===== src/rtl/uart_tx_fifo.sv =====
// Byte FIFO feeding a UART transmitter through a tx_en / tx_done handshake.
// Optional per-byte watchdog is compiled in when UART_TXQ_TIMEOUT_EN is defined.
module uart_tx_fifo #(
  parameter int          DATA_WIDTH  = 8,
  parameter int          DEPTH_LOG2  = 4,
  parameter int unsigned TIMEOUT_CYC = 65536
) (
  input  logic                  clk,
  input  logic                  rst_n,
  input  logic                  s_valid,
  input  logic [DATA_WIDTH-1:0] s_data,
  output logic                  s_ready,
  input  logic                  flush,
  input  logic                  tx_done,
  output logic                  tx_en,
  output logic [DATA_WIDTH-1:0] tx_data,
  output logic [DEPTH_LOG2:0]   level,
  output logic                  busy,
  output logic                  timeout
);

  localparam int DEPTH = 1 << DEPTH_LOG2;
  localparam int PW    = DEPTH_LOG2 + 1;

  typedef logic [PW-1:0] ptr_t;

  typedef enum logic [2:0] {
    ST_IDLE,
    ST_ISSUE,
    ST_WAIT_LO,
    ST_WAIT_HI,
    ST_GAP
  } state_e;

  state_e                state_q, state_d;
  ptr_t                  wr_ptr_q, rd_ptr_q;
  logic [DATA_WIDTH-1:0] mem_q [DEPTH];
  logic [DATA_WIDTH-1:0] tx_data_q, tx_data_d;
  logic                  tx_en_q, tx_en_d;
  logic                  empty, full, push, pop, wd_hit;

  // Extra pointer MSB separates "wrapped once" (full) from "caught up" (empty).
  assign empty = (wr_ptr_q == rd_ptr_q);
  assign full  = (wr_ptr_q[PW-1] != rd_ptr_q[PW-1]) &&
                 (wr_ptr_q[PW-2:0] == rd_ptr_q[PW-2:0]);

  // flush wins over a simultaneous write, which is dropped.
  assign push    = s_valid && !full && !flush;
  assign s_ready = !full;
  assign level   = wr_ptr_q - rd_ptr_q;
  assign busy    = (state_q != ST_IDLE);
  assign tx_en   = tx_en_q;
  assign tx_data = tx_data_q;

  // NOTE: sequential state is written with <= so every register samples pre-edge values.
  always_ff @(posedge clk or negedge rst_n) begin
    if (!rst_n) begin
      wr_ptr_q <= '0;
      rd_ptr_q <= '0;
    end else if (flush) begin
      wr_ptr_q <= '0;
      rd_ptr_q <= '0;
    end else begin
      if (push) wr_ptr_q <= wr_ptr_q + PW'(1);
      if (pop)  rd_ptr_q <= rd_ptr_q + PW'(1);
    end
  end

  // NOTE: the storage array has no reset; the pointers alone define which entries are valid.
  always_ff @(posedge clk) begin
    if (push) mem_q[wr_ptr_q[PW-2:0]] <= s_data;
  end

  // NOTE: every comb output gets its default first, so no path can infer a latch.
  always_comb begin
    state_d   = state_q;
    tx_data_d = tx_data_q;
    pop       = 1'b0;
    unique case (state_q)
      ST_IDLE: begin
        if (!empty && !flush) begin
          pop       = 1'b1;
          tx_data_d = mem_q[rd_ptr_q[PW-2:0]];
          state_d   = ST_ISSUE;
        end
      end
      ST_ISSUE:   state_d = ST_WAIT_LO;
      // A tx_done still high from the previous frame is not a completion.
      ST_WAIT_LO: if (!tx_done) state_d = ST_WAIT_HI;
      ST_WAIT_HI: if (tx_done)  state_d = ST_GAP;
      ST_GAP:     state_d = ST_IDLE;
      default:    state_d = ST_IDLE;
    endcase
    if (wd_hit) state_d = ST_IDLE;
    tx_en_d = (state_d == ST_ISSUE);
  end

  always_ff @(posedge clk or negedge rst_n) begin
    if (!rst_n) begin
      state_q   <= ST_IDLE;
      tx_data_q <= '0;
      tx_en_q   <= 1'b0;
    end else begin
      state_q   <= state_d;
      tx_data_q <= tx_data_d;
      tx_en_q   <= tx_en_d;
    end
  end

`ifdef UART_TXQ_TIMEOUT_EN
  logic [31:0] wd_cnt_q, wd_cnt_d;
  logic        timeout_q, timeout_d;
  logic        waiting;

  assign waiting = (state_q == ST_WAIT_LO) || (state_q == ST_WAIT_HI);
  assign wd_hit  = waiting && (wd_cnt_q == 32'(TIMEOUT_CYC - 1));

  always_comb begin
    wd_cnt_d = wd_cnt_q;
    if (state_d == ST_ISSUE) wd_cnt_d = '0;
    else if (waiting)        wd_cnt_d = wd_cnt_q + 32'd1;
    timeout_d = (timeout_q && !flush) || wd_hit;
  end

  always_ff @(posedge clk or negedge rst_n) begin
    if (!rst_n) begin
      wd_cnt_q  <= '0;
      timeout_q <= 1'b0;
    end else begin
      wd_cnt_q  <= wd_cnt_d;
      timeout_q <= timeout_d;
    end
  end

  assign timeout = timeout_q;
`else
  assign wd_hit  = 1'b0;
  assign timeout = 1'b0;
`endif

endmodule


===== config.mk =====
export PLATFORM = sky130hd
export DESIGN_NAME = uart_tx_fifo
export DESIGN_NICKNAME = d
export VERILOG_FILES = /design/src/rtl/uart_tx_fifo.sv
export SDC_FILE = /design/constraint.sdc
export NUM_CORES = 1
export LEC_CHECK = 0
export ABC_CLOCK_PERIOD_IN_PS = 3900
export BUFFER_PORTS_ARGS = -buffer_cell sky130_fd_sc_hd__buf_2
export CAP_MARGIN = 10
export CORE_MARGIN = 2
export CORE_UTILIZATION = 30
export DETAILED_ROUTE_END_ITERATION = 10
export GPL_ROUTABILITY_DRIVEN = 0
export GPL_TIMING_DRIVEN = 0
export PLACE_DENSITY = 0.55
export SLEW_MARGIN = 40
export SYNTH_ARGS = -nofsm -noshare
export SYNTH_HDL_FRONTEND = slang
export SYNTH_SLANG_ARGS = --single-unit

===== constraint.sdc =====
create_clock -name clk -period 3.9 [get_ports clk]
set_input_delay 0.195 -clock clk [delete_from_list [all_inputs] [get_ports clk]]
set_output_delay 0.195 -clock clk [all_outputs]
set_load 0.1 [all_outputs]

==> results of run 1 <==
## worst min-delay path by stage
| stage | slack [ns] | cells past startpoint | endpoint |
|---|---|---|---|
| floorplan | -0.10 | 0 | rd_ptr_q[0]$_DFFE_PN0P_ |
| global route | 0.08 | 3 | state_q[2]$_DFF_PN0_ |
| CTS | 0.05 | 3 | state_q[2]$_DFF_PN0_ |
| detailed placement | 0.21 | 1 | tx_en$_DFF_PN0_ |
| global placement | 0.20 | 1 | tx_en$_DFF_PN0_ |
| finish | 0.07 | 3 | state_q[2]$_DFF_PN0_ |
## placed cells by master, fill, tap and decap left out, types with 4 or more instances in the layout
cell type	count
a21oi_1	12
buf_2	31
buf_4	6
clkbuf_1	4
clkbuf_16	17
clkinvlp_4	4
dfrtp_1	22
edfxtp_1	128
ha_1	9
inv_1	13
inv_6	5
mux2_2	8
mux4_2	32
nand2_1	9
nor2_1	13
nor2_2	11
o22ai_1	16
xnor2_1	9
## cell families (layout without fill, tap and decap cells)
kind of cell	after synthesis	in the layout	share of synthesized area
fa+ha+maj	10	10	0.0217
simple gates	50	50	0.0371
other cells	1	1	0.000615
compound gates	41	41	0.0443
mux	42	42	0.136
flops	150	150	0.720
buf+inv	28	89	0.0228
xor+xnor	11	11	0.0170
## registers in the layout, indices dropped and copies added, names as in the netlist
| signal | cells |
|---|---|
| mem_q | 128 |
| tx_data | 8 |
| rd_ptr_q | 5 |
| wr_ptr_q | 5 |
| state_q | 3 |
| tx_en | 1 |
## stage by stage
step	total power, mW	util
floorplan	2.80	-
global route	4.72	0.359
global placement	3.02	0.327
finish	4.56	0.359
CTS	4.60	0.359
detailed placement	3.03	0.330
## power by group
group / switching [mW] / leakage [nW] / internal, mW
logic: 0.805 / 0.686 / 0.305
clock network: 0.682 / 0.271 / 0.891
registers: 0.0605 / 1.43 / 1.81
## final cells by class
| cell class | instances | area (µm²) | area share |
|---|---|---|---|
| sequential | 150 | 4390 | 0.609 |
| multi-input combinational | 155 | 1620 | 0.225 |
| clock buffer | 17 | 425 | 0.0589 |
| tap | 270 | 338 | 0.0468 |
| timing repair buffer | 31 | 165 | 0.0229 |
| clock inverter | 15 | 141 | 0.0196 |
| buffer | 13 | 82.6 | 0.0114 |
| inverter | 13 | 48.8 | 0.00676 |
## layer usage
metal / GRT usage / wire, µm / vias to the layer above
li1: - / - / 1421
met5: 0 / 0 / -
met3: 0.0381 / 513 / 18
met1: 0.170 / 5880 / 1606
met4: 0.0461 / 257 / 0
met2: 0.193 / 6030 / 60
## repair_timing
action / 4_1_cts / 5_1_grt
endpoints found under the hold margin: 22 / 0
setup endpoints to repair: 0 / 42
hold buffers: 1 / 0
## synthesized netlist by cell type (all sizes together)
cell type	number	share of area
a21oi	13	0.013
a211o	1	0.0014
ha	9	0.018
nor3b	1	0.0012
buf	10	0.012
or4	2	0.0025
xor2	2	0.0041
mux2	8	0.015
nand2b	3	0.0031
a2111oi	1	0.0025
xnor2	9	0.013
mux4	32	0.12
o21ai	4	0.0033
o211ai	1	0.0021
and4	1	0.0014
nand3	3	0.0025
clkbuf	5	0.0031
a21o	2	0.0025
o22ai	16	0.016
edfxtp	128	0.63
mux2i	2	0.0033
nor2	24	0.015
dfrtp	22	0.090
fa	1	0.0033
or3	1	0.0010
nand2	9	0.0055
nor3	5	0.0041
a211oi	3	0.0037
conb	1	0.00061
nand4	1	0.0010
inv	13	0.0080
## critical path, delay by kind of cell, from the launching register on
family                   cells  cell delay [ns]
flip-flops                   1             0.42
adder cells (fa/ha/maj)      1             0.39
buffers and inverters        2             0.60
AND/OR/NAND/NOR              3             1.12
AO/OA/AOI/OAI                1             0.49
==> impl_metrics.json, run 1 <==
{
  "status": "complete, no violations",
  "grt_max_degree": 23,
  "min_path_type": "primary input to register",
  "synthesis.area_um2": 6100,
  "yosysSeqAreaShare": 0.720,
  "cp_max_fo": 11,
  "grt_first_pass_wirelength_um": 19600,
  "coreArea_um2": 20100,
  "ir_drop_uv": 381,
  "required_ns": 3.94,
  "synth_seq_cells": 150,
  "tightest_slew_ns": 0.800,
  "hold_start": "tx_done",
  "dpl.hpwl_um": 8440,
  "place_area_um2": 6640,
  "finalSetupViolCount": 0,
  "timing.rr.start": "rd_ptr_q[2]$_DFFE_PN0P_",
  "post-route-cell-area_um2": 7220,
  "finalNetCount": 404,
  "clk_path_buf_depth": 2,
  "ios": 30,
  "avgViaCountPerCell": 4.68,
  "cts_sinks": 150,
  "fin_setup_tns_ns": 0,
  "critical_path.endpoint_type": "register",
  "dieHeight_um": 147,
  "dr.pass1.iters": 4,
  "drc": 0,
  "timing.rr.end": "mem_q[8][1]$_DFFE_PP_",
  "place_ws_ns": 0.124,
  "n_antenna_cell": 0,
  "yosys.cell_types.count": 37,
  "cts_root_buffer": "clkbuf_16",
  "cts_buffers": 17,
  "synthesis.nets": 356,
  "antenna_found_initial": 0,
  "skew_ns": 0.00930,
  "final_antenna_net_count": 0,
  "yosys_warnings": 0,
  "timing.hold.ws_ns": 0.0668,
  "via_count": 3105,
  "post_cts_buffers": 0,
  "drt-total-wl_um": 12700,
  "synthCells": 333,
  "dieArea_um2": 21500,
  "rsz0062_at_grt": "no",
  "core.rowCount": 52,
  "grt_usage": 0.126,
  "finalNonFillerCells": 664,
  "startpoint": "rd_ptr_q[2]$_DFFE_PN0P_",
  "cts_repair_resize_count": 0,
  "hold_viol": 0,
  "grt_pass1_vias": 3217,
  "p_leak_nw": 2.39,
  "area_delta_synth_final_pct": 18.3,
  "crit_chain": "inv_1, ha_1, and4_1, buf_2, a211oi_1, nand2_1, nor2_1",
  "crit_type": "register to register",
  "p_per_area_nw_per_um2": 632,
  "fin_ws_ns": 0.491,
  "grt_overflow_total": 0,
  "io_buffers": 28,
  "wire_per_inst_um": 19.1,
  "slew_violations": 0,
  "synth.avg_cell_area_um2": 18.3,
  "htree_num_levels": 4,
  "initial_core_util": 0.303,
  "drive_above_1_share": 0.330,
  "clock.fmax_ghz": 0.293,
  "crit_path_end": "mem_q[8][1]$_DFFE_PP_",
  "arrival_ns": 3.45,
  "post-route-period-util": 0.874,
  "maxCapViolations": 0,
  "fin_crit_ns": 3.41,
  "cts_tree": "built",
  "clk_latency_ns": 0.42,
  "cts.clk_slew.worst_paths_ns": 0.06,
  "slowest_delay_ns": 0.66,
  "n_fill_cell": 1876,
  "rr_worst_depth": 7,
  "slew-limit-headroom": 0.465,
  "dp.cells": 633,
  "crit_path_start_kind": "register",
  "slowest_stage": "nor2_1",
  "drtIter0Drc": 258,
  "rrSetupSlack_ns": 0.49,
  "dieWidth_um": 147
}
No activity file was read; power rests on OpenSTA's default activity.
==> inputs of run 2 (changes only) <==
Settings changed: CORE_ASPECT_RATIO set to 1.1, CORE_UTILIZATION 30 to 40, PLACE_DENSITY 0.55 to 0.66.
==> impl_metrics.json, run 2 (synthesis gave the netlist of run 1 again) <==
{
  "status": "complete, no violations",
  "timing.hold.ws_ns": 0.0615,
  "timing.rr.start": "rd_ptr_q[3]$_DFFE_PN0P_",
  "slowest_delay_ns": 0.67,
  "drtIter0Drc": 217,
  "clk_latency_ns": 0.41,
  "grt_pass1_vias": 3312,
  "dieArea_um2": 16300,
  "power_mw": 4.65,
  "io_buffers": 28,
  "clk_path_buf_depth": 2,
  "via_count": 3125,
  "maxCapViolations": 0,
  "hold_viol": 0,
  "timing.rr.end": "mem_q[5][7]$_DFFE_PP_",
  "drive_above_1_share": 0.316,
  "antenna_found_initial": 0,
  "ios": 30,
  "crit_chain": "buf_2, clkbuf_2, inv_1, ha_1, and4_1, buf_2, a211oi_1, nand2_1, nor2_1",
  "final_antenna_net_count": 0,
  "fin_crit_ns": 3.47,
  "grt_usage": 0.159,
  "min_to": "state_q[2]$_DFF_PN0_",
  "crit_type": "register to register",
  "wire_per_inst_um": 20.3,
  "utilization": 0.480,
  "initial_core_util": 0.407,
  "tightest_slew_ns": 0.801,
  "n_antenna_cell": 0,
  "dieWidth_um": 122,
  "layout_commonest_cell": "edfxtp_1",
  "cts_tree": "built",
  "drt-total-wl_um": 11900,
  "cp_max_fo": 10,
  "finalSetupViolCount": 0,
  "p_leak_nw": 2.39,
  "finalNetCount": 403,
  "dr.pass1.iters": 5,
  "cp_top_family": "simple AND/OR/NAND/NOR gates",
  "grt_overflow_total": 0,
  "skew_ns": 0.00882,
  "grt_first_pass_wirelength_um": 18700,
  "ir_drop_uv": 389,
  "htree_num_levels": 4,
  "cts_buffers": 17,
  "rr_worst_depth": 9,
  "rsz0062_at_grt": "no",
  "cp_num_buf_inv": 4,
  "drc": 0,
  "rrSetupSlack_ns": 0.43,
  "required_ns": 3.93,
  "area_delta_synth_final_pct": 18.0,
  "place_ws_ns": 0.152,
  "cts_root_buffer": "clkbuf_16",
  "cts_sinks": 150,
  "avgViaCountPerCell": 5.31,
  "p_per_area_nw_per_um2": 646,
  "hold_start": "tx_done",
  "core.rowCount": 47,
  "fin_ws_ns": 0.429,
  "clock.fmax_ghz": 0.288,
  "largest_reg_flops": 128,
  "post_cts_buffers": 0,
  "post-route-period-util": 0.890,
  "slew-limit-headroom": 0.464,
  "hold_depth": 3,
  "slowest_stage": "nor2_1",
  "critical_path.endpoint_type": "register",
  "slew_violations": 0,
  "dieHeight_um": 134,
  "final_cell_mix": "128 x edfxtp_1, 32 x mux4_2, 31 x buf_2",
  "path_common_cell": "buf_2",
  "dpl.hpwl_um": 8040,
  "arrival_ns": 3.50,
  "coreArea_um2": 15000,
  "cts.clk_slew.worst_paths_ns": 0.06,
  "min_path_type": "primary input to register",
  "grt_max_degree": 23,
  "crit_path_start_kind": "register"
}
run 2: cell count changes in the layout (fill, tap and decap cells not counted), sizes merged:
cell,delta
bufinv,+3
clkinvlp,-1
clkinv,+2
buf,-2
clkbuf,+2
inv,-5
run 2: final cells by class:
class | instances | area (µm²)
Inverter | 13 | 48.8
Clock inverter | 14 | 181
Sequential cell | 150 | 4390
Multi-Input combinational cell | 155 | 1660
Timing Repair Buffer | 29 | 150
Clock buffer | 18 | 429
Fill cell | 1233 | 7800
Tap cell | 196 | 245
Buffer | 14 | 87.6
run 2: tightest hold or removal path, stage by stage:
cell	delay (ns)
buf_2	0.10
nand3_1	0.09
nor2_1	0.05
run 2: how the worst max path moves through the flow:
stage	from	endpoint	depth (start not counted)
floorplan	wr_ptr_q[0]$_DFFE_PN0P_	level[4]	7
global placement	rd_ptr_q[2]$_DFFE_PN0P_	mem_q[3][4]$_DFFE_PP_	8
detailed placement	rd_ptr_q[2]$_DFFE_PN0P_	mem_q[8][3]$_DFFE_PP_	8
CTS	rd_ptr_q[2]$_DFFE_PN0P_	mem_q[3][2]$_DFFE_PP_	8
global route	rd_ptr_q[3]$_DFFE_PN0P_	mem_q[5][2]$_DFFE_PP_	9
finish	rd_ptr_q[3]$_DFFE_PN0P_	mem_q[5][7]$_DFFE_PP_	9
run 2: report_power, final:
part	leakage (nW)	total (mW)	switching (mW)	internal, mW
logic	0.671	1.11	0.801	0.305
registers	1.43	1.87	0.0586	1.82
clock network	0.289	1.67	0.606	1.06
total	2.39	4.65	1.47	3.18
run 2: layer usage:
layer  vias up  part of all wire  global-route usage
li1       1408                 -                   -
met1      1614              0.42               0.203
met3        11             0.046              0.0368
met4         0             0.012              0.0543
met5         -                 0                   0
met2        92              0.53               0.266
run 2: through the flow:
stage / instances / TNS (ns) / cell area [µm²]
final: 589 / 0 / 7200
after floorplan: 333 / 0 / 6100
after global routing: 589 / 0 / 7200
after global placement: 557 / -5.61 / 6490
after detailed placement: 557 / 0 / 6520
after CTS: 590 / 0 / 7140
run 2: repair_timing:
| item | in CTS | in global routing |
|---|---|---|
| resized for setup | 0 | 11 |
| hold buffers | 1 | 0 |
| endpoints found under the hold margin | 22 | 0 |
| setup endpoints to repair | 0 | 102 |
==> inputs of run 3 (changes only) <==
Settings changed: CTS_BUF_LIST set to sky130_fd_sc_hd__clkbuf_8, SETUP_SLACK_MARGIN set to 0.4.
==> impl_metrics.json, run 3 (synthesis gave the netlist of run 1 again) <==
{
  "status": "complete, no violations",
  "via_count": 3121,
  "grt_first_pass_wirelength_um": 18600,
  "dpl.hpwl_um": 8040,
  "arrival_ns": 3.25,
  "grt_max_degree": 23,
  "hold_viol": 0,
  "path_common_cell": "buf_2",
  "crit_path_start_kind": "register",
  "required_ns": 4.05,
  "cts_tree": "built",
  "clk_path_buf_depth": 2,
  "htree_num_levels": 4,
  "post-route-cell-area_um2": 7130,
  "skew_ns": 0.0126,
  "slew-limit-headroom": 0.488,
  "dr.pass1.iters": 4,
  "n_antenna_cell": 0,
  "tightest_slew_ns": 0.768,
  "startpoint": "rd_ptr_q[3]$_DFFE_PN0P_",
  "hold_start": "tx_done",
  "clock.fmax_ghz": 0.322,
  "min_path_type": "primary input to register",
  "final_cell_mix": "128 x edfxtp_1, 32 x buf_2, 32 x mux4_2",
  "wire_per_inst_um": 20.1,
  "place_ws_ns": 0.152,
  "finalSetupViolCount": 0,
  "ir_drop_uv": 389,
  "clk_latency_ns": 0.44,
  "grt_pass1_vias": 3317,
  "io_buffers": 28,
  "dieArea_um2": 16300,
  "cts.clk_slew.worst_paths_ns": 0.08,
  "cts_root_buffer": "clkbuf_8",
  "antenna_found_initial": 0,
  "critical_path.endpoint_type": "register",
  "largest_reg_flops": 128,
  "dieWidth_um": 122,
  "drtIter0Drc": 181,
  "slowest_stage": "a211oi_2",
  "grt_usage": 0.158,
  "place_area_um2": 6520,
  "drive_above_1_share": 0.335,
  "crit_chain": "buf_2, buf_2, inv_1, ha_1, and4_1, buf_2, a211oi_2, nand2_1, nor3_4, buf_4",
  "finalNetCount": 410,
  "maxCapViolations": 0,
  "core.rowCount": 47,
  "slew_violations": 0,
  "coreArea_um2": 15000,
  "cp_num_buf_inv": 5,
  "area_delta_synth_final_pct": 16.8,
  "ios": 30,
  "fin_ws_ns": 0.793,
  "rsz0062_at_grt": "no",
  "fin_crit_ns": 3.11,
  "p_leak_nw": 2.35,
  "initial_core_util": 0.407,
  "cts_sinks": 150,
  "avgViaCountPerCell": 5.24,
  "drt-total-wl_um": 12000,
  "n_fill_cell": 1253,
  "cp_top_family": "buffers and inverters",
  "layout_commonest_cell": "edfxtp_1",
  "drc": 0,
  "p_per_area_nw_per_um2": 592,
  "post-route-period-util": 0.797,
  "timing.rr.start": "rd_ptr_q[3]$_DFFE_PN0P_",
  "cp_max_fo": 10,
  "dieHeight_um": 134,
  "cts_buffers": 17,
  "slowest_delay_ns": 0.36,
  "final_antenna_net_count": 0,
  "crit_type": "register to register",
  "grt_overflow_total": 0
}
==> run 3: cell types whose count changed in the layout (fill, tap and decap cells not counted), moves of 2 or more <==
cell,change
buf_4,+4
clkbuf_8,+17
nor2_2,-4
buf_12,+2
nor2_4,+6
clkbuf_16,-17
nor2_1,-2
==> run 3: area by class of cell <==
type	count	area (µm²)	area share
flip-flops and latches	150	4390	0.616
well taps	196	245	0.0344
multi-input cells	155	1710	0.240
repair buffers	35	220	0.0309
clock inverters	15	185	0.0260
plain buffers	15	92.6	0.0130
clock buffers	17	234	0.0328
inverters	13	48.8	0.00685
==> run 3: through the flow <==
stage          std cells  hold slack [ns]  utilization  total power [mW]  TNS, ns
5_1_grt              596           0.0313        0.475              4.37        0
2_1_floorplan        333           -0.101            -              2.80        0
6_report             596           0.0322        0.475              4.22        0
4_1_cts              592           0.0144        0.471              4.25        0
3_3_place_gp         557            0.190        0.433              3.00    -5.61
3_5_place_dp         557            0.215        0.435              3.02        0
==> run 3: where the power goes <==
group	switching (mW)	total [mW]	internal [mW]
Sequential	0.0619	1.87	1.81
Combinational	0.803	1.11	0.309
Clock	0.548	1.24	0.689
==> run 3: metal layers <==
layer / up-vias / global-route usage / routed length [µm]
met2: 80 / 0.266 / 6330
met1: 1601 / 0.201 / 4940
met5: - / 0 / 0
met3: 12 / 0.0325 / 535
li1: 1428 / - / -
met4: 0 / 0.0581 / 151
==> run 3: worst register-to-register path: cells and delay by family (launching register included) <==
kind                     cells  cell delay (ns)
adder cells (fa/ha/maj)      1             0.34
AND/OR/NAND/NOR              3             0.80
AO/OA/AOI/OAI                1             0.36
buffers and inverters        5             1.00
flip-flops                   1             0.33
==> run 3: worst paths after layout <==
path | endpoint | slack [ns] | depth (start not counted)
setup reg to reg | mem_q[1][5]$_DFFE_PP_ | 0.79 | 10
max in group asynchronous | tx_data[4]$_DFFE_PN0P_ | 3.25 | 2
hold / removal | state_q[2]$_DFF_PN0_ | 0.03 | 3
setup / recovery | mem_q[1][5]$_DFFE_PP_ | 0.79 | 10
hold reg to reg | state_q[2]$_DFF_PN0_ | 0.50 | 1
min in group asynchronous | wr_ptr_q[2]$_DFFE_PN0P_ | 0.28 | 2
==> run 3: what timing repair did <==
action / CTS / global route
buffers inserted: 2 / 4
endpoints found under the setup margin: 128 / 104
gates resized for setup: 18 / 7
hold endpoints to repair: 22 / 0
hold buffers: 1 / 0
pin swaps: 2 / 2
